## src/rtl/rom_access_arbiter_pkg.sv

```systemverilog
// Shared definitions for the image ROM arbiter: default geometry, pixel count
// and the owner tag encoding carried down the access pipeline.
package rom_access_arbiter_pkg;

  localparam int H_RES_DEF = 640;
  localparam int V_RES_DEF = 480;
  localparam int PIX_COUNT = 307200;

  typedef enum logic [1:0] {
    OWN_NONE = 2'd0,
    OWN_VGA  = 2'd1,
    OWN_AUX  = 2'd2
  } owner_e;

  // Stage-1 tag: who issued the access and whether it was out of range
  typedef struct packed {
    owner_e owner;
    logic   oor;
  } tag_t;

endpackage

```

## src/rtl/rom_access_arbiter_pixel_addr_calc.sv

```systemverilog
// Combinational (x, y) to linear ROM address for a 640-wide frame, with an
// out-of-range flag. Kept separate so the sprite ROM path can reuse it.
module pixel_addr_calc
  import rom_access_arbiter_pkg::*;
#(
  parameter int H_RES  = H_RES_DEF,
  parameter int V_RES  = V_RES_DEF,
  parameter int ADDR_W = 19
) (
  input  logic [9:0]        x,
  input  logic [8:0]        y,
  output logic [ADDR_W-1:0] addr,
  output logic              oor
);

  logic [ADDR_W-1:0] y_wide;
  logic [ADDR_W-1:0] x_wide;

  assign y_wide = ADDR_W'(y);
  assign x_wide = ADDR_W'(x);

  // y*640 as two shifts; 511*640+1023 still fits in 19 bits
  assign addr = (y_wide << 9) + (y_wide << 7) + x_wide;
  assign oor  = (x >= 10'(H_RES)) || (y >= 9'(V_RES));

endmodule

```

## src/rtl/rom_access_arbiter.sv

```systemverilog
// Two-requester arbiter for the combinational image ROM: VGA scanout has fixed
// priority, the aux engine uses req/gnt. Optional macro ROM_ARB_STARVE_CNT_EN.
module rom_access_arbiter
  import rom_access_arbiter_pkg::*;
#(
  parameter int                H_RES     = H_RES_DEF,
  parameter int                V_RES     = V_RES_DEF,
  parameter int                ADDR_W    = 19,
  parameter int                DATA_W    = 12,
  parameter logic [DATA_W-1:0] OOR_COLOR = '0
) (
  input  logic              clk,
  input  logic              rst,
  input  logic              vga_req,
  input  logic [9:0]        vga_x,
  input  logic [8:0]        vga_y,
  output logic [DATA_W-1:0] vga_data,
  output logic              vga_valid,
  input  logic              aux_req,
  input  logic [ADDR_W-1:0] aux_addr,
  output logic              aux_gnt,
  output logic [DATA_W-1:0] aux_data,
  output logic              aux_valid,
  output logic              aux_err,
`ifdef ROM_ARB_STARVE_CNT_EN
  output logic [15:0]       aux_starve_cnt,
`endif
  output logic [ADDR_W-1:0] rom_addr,
  input  logic [DATA_W-1:0] rom_data
);

  localparam logic [ADDR_W-1:0] PIX_LIMIT = ADDR_W'(H_RES * V_RES);

  logic [ADDR_W-1:0] vga_addr;
  logic              vga_oor;
  logic              aux_oor;

  owner_e            owner_c;
  logic [ADDR_W-1:0] req_addr;
  logic              req_oor;
  logic              gnt_c;
  tag_t              tag_s1;

  pixel_addr_calc #(
    .H_RES (H_RES),
    .V_RES (V_RES),
    .ADDR_W(ADDR_W)
  ) u_addr_calc (
    .x   (vga_x),
    .y   (vga_y),
    .addr(vga_addr),
    .oor (vga_oor)
  );

  assign aux_oor = (aux_addr >= PIX_LIMIT);

  // Cycle-0 arbitration; nothing is granted while reset is held
  always_comb begin
    owner_c  = OWN_NONE;
    req_addr = rom_addr;
    req_oor  = 1'b0;
    gnt_c    = 1'b0;
    if (!rst) begin
      if (vga_req) begin
        owner_c  = OWN_VGA;
        req_addr = vga_addr;
        req_oor  = vga_oor;
      end else if (aux_req) begin
        owner_c  = OWN_AUX;
        req_addr = aux_addr;
        req_oor  = aux_oor;
        gnt_c    = 1'b1;
      end
    end
  end

  assign aux_gnt = gnt_c;

  // Stage 1 registers the address and tag; stage 2 steers the ROM word
  always_ff @(posedge clk) begin
    if (rst) begin
      rom_addr  <= '0;
      tag_s1    <= '{owner: OWN_NONE, oor: 1'b0};
      vga_data  <= '0;
      vga_valid <= 1'b0;
      aux_data  <= '0;
      aux_valid <= 1'b0;
      aux_err   <= 1'b0;
    end else begin
      tag_s1 <= '{owner: owner_c, oor: req_oor};
      if ((owner_c != OWN_NONE) && !req_oor) begin
        rom_addr <= req_addr;
      end

      vga_valid <= 1'b0;
      aux_valid <= 1'b0;
      aux_err   <= 1'b0;
      case (tag_s1.owner)
        OWN_VGA: begin
          vga_data  <= tag_s1.oor ? OOR_COLOR : rom_data;
          vga_valid <= 1'b1;
        end
        OWN_AUX: begin
          aux_data  <= tag_s1.oor ? OOR_COLOR : rom_data;
          aux_valid <= 1'b1;
          aux_err   <= tag_s1.oor;
        end
        default: ;
      endcase
    end
  end

`ifdef ROM_ARB_STARVE_CNT_EN
  // Cycles the aux engine has waited with its request blocked by VGA
  always_ff @(posedge clk) begin
    if (rst || gnt_c) begin
      aux_starve_cnt <= '0;
    end else if (aux_req && (aux_starve_cnt != 16'hFFFF)) begin
      aux_starve_cnt <= aux_starve_cnt + 16'd1;
    end
  end
`endif

endmodule

```

## config.mk

```make
export PLATFORM = sky130hd
export DESIGN_NAME = rom_access_arbiter
export DESIGN_NICKNAME = d
export VERILOG_FILES = /design/src/rtl/rom_access_arbiter_pkg.sv /design/src/rtl/rom_access_arbiter_pixel_addr_calc.sv /design/src/rtl/rom_access_arbiter.sv
export SDC_FILE = /design/constraint.sdc
export NUM_CORES = 1
export LEC_CHECK = 0
export ABC_AREA = 1
export BUFFER_PORTS_ARGS = -buffer_cell sky130_fd_sc_hd__buf_2
export CORE_AREA = 2 2 80 82
export DETAILED_ROUTE_END_ITERATION = 8
export DIE_AREA = 0 0 82 84
export PLACE_DENSITY_LB_ADDON = 0.2
export SLEW_MARGIN = 0
export SYNTH_ARGS = -nofsm -noshare
export SYNTH_HDL_FRONTEND = slang
export SYNTH_SLANG_ARGS = --single-unit
```

## constraint.sdc

```tcl
create_clock -name clk -period 2 [get_ports clk]
set_input_delay 0.1 -clock clk [delete_from_list [all_inputs] [get_ports clk]]
set_output_delay 0.1 -clock clk [all_outputs]
set_load 0.005 [all_outputs]
```

; Word-level counts from Yosys, hierarchy flattened
; Index checks and enable logic that the tools add are counted.
[word_totals]
latchBits = 0
ramBits = 0
register_bits = 49
elab_cells = 37
output_inout_bits = 47
mem_bits_ro = 0
mem_count = 0
[op_classes]
div = 0
muxes = 14
mul = 0
n_shift = 0
bitwise = 1
n_reduce_logical = 7
order_cmp = 3
eq_ne = 2
addsub = 2
[ops]
columns = operator, count
row1 = $mux W19, 2
row2 = $add A18 B16 Y19, 1
row3 = $add A19 B10 Y19, 1
row4 = $ge A19 B19 Y1 const B, 1
row5 = $mux W12, 1
row6 = $ge A10 B10 Y1 const B, 1
row7 = $ge A9 B9 Y1 const B, 1
row8 = $mux W1, 8
row9 = $mux W2, 3
row10 = $reduce_bool A2 Y1, 2
row11 = $eq A2 B1 Y1 const B, 1
row12 = $eq A2 B2 Y1 const B, 1
row13 = $reduce_and A2 Y1, 1
row14 = $reduce_or A2 Y1, 1
row15 = $logic_and A1 B1 Y1, 1
row16 = $logic_not A1 Y1, 1
row17 = $logic_or A1 B1 Y1, 1
row18 = $not A1 Y1, 1

; Longest topological paths before layout
; Gate-level depths: netlist of run 1.
[logic_depth]
depth_word = 7
mapped_depth = 14
mapped_depth_nobuf = 14

; Hierarchy
; A second synthesis of run 1 with hierarchy kept.
[hier_totals]
hier_cells = 443
area_unflattened_um2 = 2930.3
[by_module_without_submodules]
columns = mod, area_each_um2, seq_area_each_um2, n_inst, cells_per_inst
row1 = rom_access_arbiter, 2243.4, 980.9, 1, 331
row2 = pixel_addr_calc, 686.9, 0.0, 1, 112

; Least setup slack after synthesis of run 1
; OpenSTA, ideal clock, no wires.
[synth_timing]
path_kind = input -> register
start = input port vga_x[9]
end = register rom_addr[13]
path_stages = 13
required_ns = 1.891
n_path_buf = 0
path_slack_ns = 0.124
t_arrival_ns = 1.767
setup_ns = 0.109
path_cell_list = inv_1 > fa_1 > inv_1 > ha_1 > nand3_1 > nand3_1 > nand2_1 > nand2_1 > or2_2 > nand3_1 > nand2_1 > nand2_1 > inv_1
[synth_via]
elab_chain_len = 7
word_cells_on_any_way = 9
[synth_lines]
columns = item, line_no
row1 = from (decl), rom_access_arbiter.sv:15  ; input logic [9:0] vga_x,
row2 = $ge A10 B10 Y1, rom_access_arbiter_pixel_addr_calc.sv:24  ; assign oor = (x >= 10'(H_RES)) || (y >= 9'(V_RES));
row3 = $logic_or A1 B1 Y1, rom_access_arbiter_pixel_addr_calc.sv:24
row4 = $mux W1, rom_access_arbiter.sv:64  ; if (vga_req) begin
row5 = $mux W1, rom_access_arbiter.sv:63  ; if (!rst) begin
row6 = $logic_not A1 Y1, rom_access_arbiter.sv:91  ; if ((owner_c != OWN_NONE) && !req_oor) begin
row7 = $logic_and A1 B1 Y1, rom_access_arbiter.sv:91
row8 = $reduce_and A2 Y1 (no source line), n/a
row9 = to (signal assigned), rom_access_arbiter.sv:92  ; rom_addr <= req_addr;
row10 = to (decl), rom_access_arbiter.sv:28  ; output logic [ADDR_W-1:0] rom_addr,
; Parallel ways exist; a longest one is shown, timed or not.
; A chain may end at the register's enable or synchronous reset.

; Worst setup path after layout of run 1
; Ends and elaborated chain as after synthesis.

==> flow_summary_export.csv, run 1 <==
group,metric,value,unit
logic_synthesis,async_flop_share,0,%
layout,area.growth.synth_to_final,25.67,%
logic_synthesis,post-synth-top-count-cell,"nand2_1",
place,dp_hpwl,5.007,mm
grt,grt_pass1_vias,2449,
floorplan,die_h,84,um
timing,setup_viol,0,
timing,rsz0062_at_grt,"no",
min_path,hold_path_end,"aux_data[8]",
min_path,hp-start,"rom_data[8]",
logic_synthesis,synthesis.yosys.warnings,0,
routing,wl_per_cell,12.05,um
logic_synthesis,netlist_instances,359,
timing,slew_viol_final,0,
floorplan,io_pins,101,
cts,cts_hold_buffers,0,
place,port_buffers,100,
cts,clock_latency,300,ps
routing,remaining_drc_errors,0,
routing,drt-total-wl,6.459,mm
grt,top_usage_layer,"met2",
timing,fmax,0.5686,GHz
grt,grt_use_total,19.56,%
logic_synthesis,synth_seq_cells,49,
power_and_ir_drop,powerDensity,668.1,nW/um2
routing,firstDrtPassIters,4,
routing,postRouteAntennaNets,0,
grt,grt_max_degree,27,
grt,grt.overflow.total,0,
power_and_ir_drop,ir_drop,361.7,uV
logic_synthesis,ys_seq_area_share,38.11,%
logic_synthesis,synthesis.area,2574,um2
grt,met1_usage,25.69,%
critical_path,start_kind,"primary input",
logic_synthesis,synth_common_cells,"nand2_1 (111), dfxtp_1 (49), a21oi_1 (42)",
cts,cts.sinks,49,
timing,post-route-period-util,87.94,%
timing,period_minus_slack,1759,ps
grt,use_met2,31.49,%
logic_synthesis,ys_top_cells_by_area,"dfxtp_1 (38%), nand2_1 (16%), ha_1 (8.3%)",
floorplan,dieWidth,82,um
cts,ctsHtreeMaxLevel,2,
grt,use_met3,5.519,%
cts,clockBufferDepth,2,
cts,numCtsBuffers,5,
power_and_ir_drop,leakagePower,0.001718,uW
layout,nets,531,
grt,grt_first_pass_wirelength,10.78,mm
power_and_ir_drop,total_power,2161,uW
routing,drtIter0Drc,119,
logic_synthesis,postSynthAreaPerCell,7.169,um2
critical_path,criticalPathCategory,"primary input to flip-flop",
layout,drive_gt1_share,29.63,%
cts,clk_pin_slew,80,ps
cts,cts_resized,0,
timing,hold_viol_final,0,
floorplan,coreArea,6096,um2
critical_path,r2r_end,"aux_data[11]",
critical_path,worstPathRequired,2200,ps
critical_path,end_kind,"flip-flop",
timing,hold_slack,70.40,ps
critical_path,path_max_fanout,4,
place,gp_congestion,0.8673,
logic_synthesis,yosys.area.top_type,"dfxtp_1",
logic_synthesis,synth.distinct_cells,28,
run,drv_cap,0,
timing,slew_headroom,55.74,%
timing,tightest_slew,663.1,ps
routing,via_count,2599,
min_path,hold_path.class,"primary input to flip-flop",
critical_path,r2r_start,"tag_s1[1]",
min_path,hold_depth,3,
cts,tritoncts,"built",
place,dp_cells,528,
logic_synthesis,synth_edf_count,0,
critical_path,crit_arrival,1960,ps
logic_synthesis,synth_nets,432,
routing,via_per_inst,4.849,
floorplan,rows,29,
layout,antennaDiodeCount,0,
floorplan,start_util,42.22,%
logic_synthesis,synth_top_area_share,38.11,%
layout,fin_cells,536,
cts,cts-root-buf,"clkbuf_8",
timing,finClkSkew,6.656,ps
grt,antenna_found_initial,0,
floorplan,die_area,6888,um2
critical_path,r2r_cells,5,
critical_path,r2r_slack,670,ps
cts,postCtsSetupRepairBufs,0,
status,outcome,"complete, no violations",
logic_synthesis,synth_top_flop_cell,"dfxtp_1",
==> registers in the layout (all words and copies together) (netlist names) <==
register	flops
aux_valid	1
aux_data	12
vga_valid	1
aux_err	1
tag_s1	3
vga_data	12
rom_addr	19
==> metal layers <==
metal  vias to the layer above  routed length [um]  share of wire, %
met5                         -                   0                 0
met4                         0                  68               1.1
li1                       1369                   -                 -
met3                         9                 545               8.4
met1                      1132                3060                47
met2                        89                2785                43
==> worst max-delay path, stage by stage <==
cell and delay (ps):
buf_2 80, inv_1 50, fa_1 520, inv_1 70, ha_1 310, nand3_1 90, nand3_1 120, nand2_1 90
nand2_1 50, or2_2 270, nand3_1 70, nand2_1 50, nand2_1 60, inv_1 30
==> cell families (layout without fill, tap and decap cells) <==
kind of cell             Yosys count  in the layout  share of synthesized area (%)
AO/OA/AOI/OAI                     85             85                          18.23
XOR/XNOR                           1              1                         0.3404
adder cells (fa/ha/maj)           19             19                          9.820
buffers and inverters             45            145                          7.826
flip-flops                        49             49                          38.11
AND/OR/NAND/NOR                  160            160                          25.67
==> final cells by class <==
cell class | count | area (um2)
clock buffers | 6 | 72.57
clock inverters | 2 | 15.01
fillers | 632 | 2861
inverters | 28 | 110.1
multi-input cells | 265 | 1391
flip-flops and latches | 49 | 980.9
well taps | 77 | 96.34
repair buffers | 109 | 568.0
==> stage by stage <==
step | area (um2) | setup slack, ps | setup TNS [ps] | utilization, %
finish | 3234 | 241.2 | 0 | 53.06
global route | 3234 | 75.67 | 0 | 53.06
CTS | 3234 | 248.9 | 0 | 53.06
detailed placement | 3147 | -64.85 | -116.4 | 51.62
global placement | 3147 | -44.04 | -71.28 | 51.62
floorplan | 2574 | 123.6 | 0 | -
==> worst max-delay path by stage <==
stage,cells past startpoint,slack [ps],to,from
after detailed placement,14,-60,rom_addr[13],vga_x[9]
after floorplan,13,120,rom_addr[13],vga_x[9]
final,14,240,rom_addr[13],vga_x[9]
after global routing,15,80,rom_addr[18],vga_x[9]
after global placement,14,-40,rom_addr[13],vga_x[9]
after CTS,14,250,rom_addr[13],vga_x[9]
==> placed cells by master (no fill, tap or decap), drive strengths merged <==
cell,Yosys,layout
or2,2,2
dfxtp,49,49
ha,17,17
clkbuf,11,6
o22ai,1,1
nand3,16,16
nand2,113,113
nand4,1,1
o21a,1,1
nor3,3,3
fa,2,2
nor2,24,24
nand3b,1,1
o21ai,30,30
buf,6,109
clkinvlp,0,2
xnor2,1,1
a21oi,52,52
inv,28,28
a21o,1,1
==> report_power, final <==
part           internal, uW  switching [uW]  leakage, uW  total, uW
combinational           226             303      0.00128        530
clock                   247             324    0.0000374        571
sequential             1030            26.7     0.000402       1060
total                  1510             654      0.00172       2160
(Power assumes the default switching activity.)
==> inputs of run 2 (changes only) <==
--- a/config.mk
+++ b/config.mk
@@ -11,6 +11,7 @@
 export DETAILED_ROUTE_END_ITERATION = 8
 export DIE_AREA = 0 0 82 84
 export PLACE_DENSITY_LB_ADDON = 0.2
+export RECOVER_POWER = 50
 export SLEW_MARGIN = 0
 export SYNTH_ARGS = -nofsm -noshare
 export SYNTH_HDL_FRONTEND = slang
==> run 2 against run 1 <==
Final cell count is the same. Sequential share of layout area grew 0.28 points. Design area shrank 0.93%. Non-clock buffer count is the same. Count of clock-buffer cells in the layout is the same. Clock skew is essentially flat. Setup slack is essentially flat. Global-route usage is the same. Die area is the same. Fmax is essentially flat. Critical path type unchanged. Largest power group unchanged.
==> flow_summary_export.csv, run 2 (synthesized netlist as in run 1, its figures left out) <==
group,metric,value,unit
grt,grt_pass1_vias,2449,
cts,cts-root-buf,"clkbuf_8",
layout,drive_gt1_share,24.40,%
layout,final_cell_mix,"nand2_1 (111), buf_2 (76), dfxtp_1 (49), a21oi_1 (42), o21ai_0 (30)",
timing,rsz0062_at_grt,"no",
routing,drt-total-wl,6.476,mm
timing,fmax,0.5685,GHz
place,placed_area,3147,um2
grt,grt.overflow.total,0,
min_path,hold_path.class,"primary input to flip-flop",
floorplan,coreArea,6096,um2
layout,top_regs,"rom_addr (19), aux_data (12), vga_data (12)",
timing,setup_viol,0,
layout,design_area,3204,um2
power_and_ir_drop,leakagePower,0.001623,uW
cts,tritoncts,"built",
layout,nets,531,
critical_path,start_kind,"primary input",
place,gp_congestion,0.8673,
timing,slew_headroom,55.76,%
layout,top_register,"rom_addr",
power_and_ir_drop,sequentialPowerShare,49.3,%
layout,area.growth.synth_to_final,24.50,%
status,outcome,"complete, no violations",
routing,drtIter0Drc,121,
routing,firstDrtPassIters,4,
cts,postCtsSetupRepairBufs,0,
power_and_ir_drop,total_power,2154,uW
routing,via_per_inst,4.864,
floorplan,die_h,84,um
grt,grt_max_degree,27,
critical_path,worstPathRequired,2200,ps
timing,slew_viol_final,0,
grt,antenna_found_initial,0,
critical_path,criticalPathCategory,"primary input to flip-flop",
grt,grt_use_total,19.56,%
timing,finClkSkew,6.630,ps
layout,antennaDiodeCount,0,
place,port_buffers,100,
run,drv_cap,0,
routing,postRouteAntennaNets,0,
grt,grt_first_pass_wirelength,10.78,mm
cts,ctsHtreeMaxLevel,2,
timing,tightest_slew,662.8,ps
cts,clockBufferDepth,2,
power_and_ir_drop,ir_drop,362.3,uV
power_and_ir_drop,powerDensity,672.3,nW/um2
timing,hold_slack,69.93,ps
routing,wl_per_cell,12.08,um
layout,final_common_cell,"nand2_1",
place,dp_cells,528,
power_and_ir_drop,clkPwrFrac,26.5,%
place,dp_hpwl,5.007,mm
routing,via_count,2607,
power_and_ir_drop,switching_share,30.40,%
power_and_ir_drop,internal_power,1499,uW
cts,numCtsBuffers,5,
routing,remaining_drc_errors,0,
timing,post-route-period-util,87.96,%
timing,hold_viol_final,0,
cts,cts.sinks,49,
power_and_ir_drop,combinationalPowerShare,24.2,%
power_and_ir_drop,power.switching,654.9,uW
timing,period_minus_slack,1759,ps
layout,fin_cells,536,
floorplan,dieWidth,82,um
floorplan,io_pins,101,
cts,cts_resized,0,
cts,clk_pin_slew,80,ps
critical_path,r2r_slack,670,ps
critical_path,path_max_fanout,4,
floorplan,die_area,6888,um2
layout,post-route-util,52.57,%
critical_path,crit_arrival,1960,ps
cts,cts_hold_buffers,0,
layout,largest_reg_flops,19,
cts,clock_latency,300,ps
floorplan,rows,29,
critical_path,end_kind,"flip-flop",
floorplan,start_util,42.22,%
## run 2: changes by cell type in the layout (fill, tap and decap cells not counted)
cell      previous run  this run
buf_2              100        76
clkbuf_1             1        25
## run 2: routing by layer
layer / global-route usage, % / up-vias / routed length [um]
li1: - / 1369 / -
met1: 25.69 / 1136 / 3043
met2: 31.49 / 93 / 2801
met3: 5.519 / 9 / 567
met4: 4.545 / 0 / 63
met5: 0 / - / 0
## run 2: area by class of cell
class | instances | area, um2
clock inverter | 2 | 15.01
sequential | 49 | 980.9
multi-input combinational | 265 | 1391
tap | 77 | 96.34
timing repair buffer | 109 | 538.0
inverter | 28 | 110.1
fill | 647 | 2892
clock buffer | 6 | 72.57
## run 2: power groups by stage
stage | combinational (uW) | clock, uW | sequential (uW)
after CTS | 534 | 582 | 1060
after global placement | 525 | 0 | 1080
after floorplan | 333 | 0 | 1090
after global routing | 599 | 625 | 1070
final | 522 | 571 | 1060
after detailed placement | 530 | 0 | 1080
## run 2: final timing paths
path | end | from | depth (start not counted)
setup / recovery | rom_addr[13] | vga_x[9] | 14
hold / removal | aux_data[8] | rom_data[8] | 3
setup reg to reg | aux_data[11] | tag_s1[1] | 5
hold reg to reg | rom_addr[14] | rom_addr[14] | 2
## run 2: per-stage QoR
step / TNS, ps / setup slack, ps
2_1_floorplan: 0 / 123.6
4_1_cts: 0 / 248.9
3_5_place_dp: -116.4 / -64.85
5_1_grt: 0 / 75.64
3_3_place_gp: -71.28 / -44.04
6_report: 0 / 240.9
## run 2: critical path, cell delays in order
cell     delay [ps]
buf_2            80
inv_1            50
fa_1            520
inv_1            70
ha_1            310
nand3_1          90
nand3_1         120
nand2_1          90
nand2_1          50
or2_2           270
nand3_1          70
nand2_1          50
nand2_1          60
inv_1            30
==> inputs of run 3 (changes only) <==
--- a/config.mk
+++ b/config.mk
@@ -7,12 +7,13 @@
 export LEC_CHECK = 0
 export ABC_AREA = 1
 export BUFFER_PORTS_ARGS = -buffer_cell sky130_fd_sc_hd__buf_2
-export CORE_AREA = 2 2 80 82
+export CORE_AREA = 2 2 83 85
 export DETAILED_ROUTE_END_ITERATION = 8
-export DIE_AREA = 0 0 82 84
+export DIE_AREA = 0 0 85 87
 export PLACE_DENSITY_LB_ADDON = 0.2
 export RECOVER_POWER = 50
 export SLEW_MARGIN = 0
 export SYNTH_ARGS = -nofsm -noshare
 export SYNTH_HDL_FRONTEND = slang
+export SYNTH_HIERARCHICAL = 1
 export SYNTH_SLANG_ARGS = --single-unit
==> run 3 against run 2 <==
Design area rose by 13%. Clock skew increased by 2.3 ps. Largest cell class unchanged. Setup slack got worse by 120 ps. Critical endpoint is now rom_addr[17]. Count of clock-buffer cells in the layout decreased by 1. Synthesized area rose by 14%. Sequential cell count is the same. Power is 8.2% higher. Routed wire length is 8.0% higher. Sequential share of layout area down 3.6 points. Critical path type unchanged.
==> flow_summary_export.csv, run 3 <==
group,metric,value,unit
logic_synthesis,synth_top_area_share,33.48,%
layout,area.growth.synth_to_final,24.08,%
logic_synthesis,yosys.area.top_type,"dfxtp_1",
layout,final_cell_mix,"nand2_1 (101), buf_2 (79), nor2_1 (70), inv_1 (65), dfxtp_1 (49)",
timing,setup_viol,0,
critical_path,end_kind,"flip-flop",
routing,drt-total-wl,6.992,mm
place,port_buffers,100,
logic_synthesis,synth-simple-area-share,29.89,%
routing,drtIter0Drc,83,
layout,drive_gt1_share,23.70,%
logic_synthesis,synth_top_flop_cell,"dfxtp_1",
logic_synthesis,synth_compound_area_share,12.55,%
timing,finClkSkew,8.928,ps
critical_path,r2r_start,"tag_s1[2]",
cts,ctsHtreeMaxLevel,2,
logic_synthesis,synth_xor_area_share,1.196,%
logic_synthesis,synth_nets,516,
routing,postRouteAntennaNets,0,
critical_path,path_max_fanout,2,
grt,met1_usage,22.97,%
layout,top_register,"rom_addr",
timing,fmax,0.5327,GHz
floorplan,die_area,7395,um2
timing,period_minus_slack,1877,ps
logic_synthesis,post-synth-top-count-cell,"nand2_1",
grt,grt_pass1_vias,2615,
floorplan,start_util,44.61,%
status,outcome,"complete, no violations",
place,gp_congestion,0.8649,
layout,largest_reg_flops,19,
cts,clock_latency,290,ps
min_path,hp-start,"rom_data[0]",
cts,clk_pin_slew,90,ps
routing,remaining_drc_errors,0,
run,drv_cap,0,
logic_synthesis,yosys.area_share.adder,8.625,%
cts,numCtsBuffers,5,
critical_path,crit_start,"vga_y[0]",
logic_synthesis,synthesis.yosys.warnings,6,
logic_synthesis,ys_seq_area_share,33.48,%
logic_synthesis,ys_top_cells_by_area,"dfxtp_1 (33%), nand2_1 (13%), nor2_1 (9.0%)",
routing,wl_per_cell,11.28,um
cts,cts_hold_buffers,0,
logic_synthesis,synth_seq_cells,49,
power_and_ir_drop,leakagePower,0.002003,uW
timing,tightest_slew,658.4,ps
timing,rsz0062_at_grt,"no",
power_and_ir_drop,powerDensity,640.9,nW/um2
grt,use_met2,31.75,%
cts,clockBufferDepth,2,
power_and_ir_drop,ir_drop,429.7,uV
cts,cts.sinks,49,
logic_synthesis,muxShareOfSynthArea,0,%
grt,grt.overflow.total,0,
logic_synthesis,postSynthAreaPerCell,6.615,um2
logic_synthesis,synthesis.area,2930,um2
layout,post-route-util,55.35,%
critical_path,worstPathRequired,2240,ps
routing,via_per_inst,4.723,
timing,hold_slack,75.08,ps
floorplan,die_h,87,um
timing,post-route-period-util,93.87,%
timing,fin_tns_setup,0,ps
routing,firstDrtPassIters,4,
grt,grt_use_total,18.25,%
place,dp_hpwl,5.438,mm
cts,tritoncts,"built",
logic_synthesis,async_flop_share,0,%
grt,top_usage_layer,"met2",
grt,use_met3,3.507,%
logic_synthesis,netlist_instances,443,
min_path,hold_path.class,"primary input to flip-flop",
logic_synthesis,synth_common_cells,"nand2_1 (103), nor2_1 (70), inv_1 (68)",
critical_path,criticalPathCategory,"primary input to flip-flop",
layout,antennaDiodeCount,0,
grt,antenna_found_initial,0,
cts,cts-root-buf,"clkbuf_8",
floorplan,rows,30,
floorplan,coreArea,6569,um2
floorplan,dieWidth,85,um
timing,slew_viol_final,0,
critical_path,crit_arrival,2120,ps
logic_synthesis,synth.distinct_cells,31,
timing,slew_headroom,56.04,%
grt,grt_max_degree,44,
grt,grt_first_pass_wirelength,11.23,mm
logic_synthesis,synth_edf_count,0,
layout,top_regs,"rom_addr (19), aux_data (12), vga_data (12)",
timing,hold_viol_final,0,
routing,via_count,2928,
layout,nets,612,
floorplan,io_pins,101,
critical_path,start_kind,"primary input",
layout,final_common_cell,"nand2_1",
logic_synthesis,synth_top_family_by_area,"simple AND/OR/NAND/NOR gates",
## run 3: cell types whose count changed in the layout (fill, tap and decap cells not counted), moves of 6 or more
cell	delta
nand3_1	-8
a21oi_2	-8
nand4_1	+19
nand2_1	-10
o21ai_1	+18
a21boi_0	+13
o21ai_0	-22
inv_1	+39
a21oi_1	-29
inv_2	+8
buf_4	+6
nor2_1	+49
## run 3: metal layers
metal,part of all wire (%),wire length [um],vias up
met1,47,3280,1274
met3,5.5,384,9
li1,-,-,1563
met2,46,3229,82
met4,1.4,97,0
met5,0,0,-
## run 3: cell type report
class                      count  area (um2)
fill                         675        2933
timing repair buffer         115       586.8
multi-input combinational    294        1600
inverter                      74       277.8
tap                           80       100.1
sequential                    49       980.9
clock inverter                 3       21.27
clock buffer                   5       68.82
## run 3: worst max-delay path, stage by stage
cell and delay, ps:
buf_2 100, inv_2 40, fa_2 600, inv_2 60
ha_4 250, nand2_1 50, nor2_1 100, nand3_1 110
nand3_1 90, nand2_1 50, nand2_1 50, nand2_1 60
a21boi_2 160, nand4_1 120, nand2_1 60, nor2_1 110
## run 3: report_power, final
part	leakage [uW]	internal (uW)	switching [uW]
sequential	0.000403	1040	34.5
combinational	0.00156	301	379
clock	0.0000445	248	326
## run 3: logic make-up after synthesis
kind of cell             after synthesis
AO/OA/AOI/OAI                         62
XOR/XNOR                               4
adder cells (fa/ha/maj)               19
buffers and inverters                100
flip-flops                            49
AND/OR/NAND/NOR                      209
## run 3: worst paths after layout
kind	cells past startpoint	end	slack (ps)
min	3	vga_data[0]	80
max	16	rom_addr[17]	120
max reg2reg	5	aux_data[10]	790
min reg2reg	2	vga_data[11]	480
## run 3: timing repair
item,CTS,global route
gates resized for setup,0,18
setup endpoints to repair,0,6
buffers inserted,0,0
## run 3: per-stage QoR
step	setup slack [ps]	area, um2	power (uW)	instances
finish	122.7	3636	2330	620
floorplan	10.52	2933	1525	443
global placement	-193.7	3506	1747	612
detailed placement	-234.8	3506	1757	612
CTS	84.72	3596	2332	620
global route	11.88	3636	2492	620
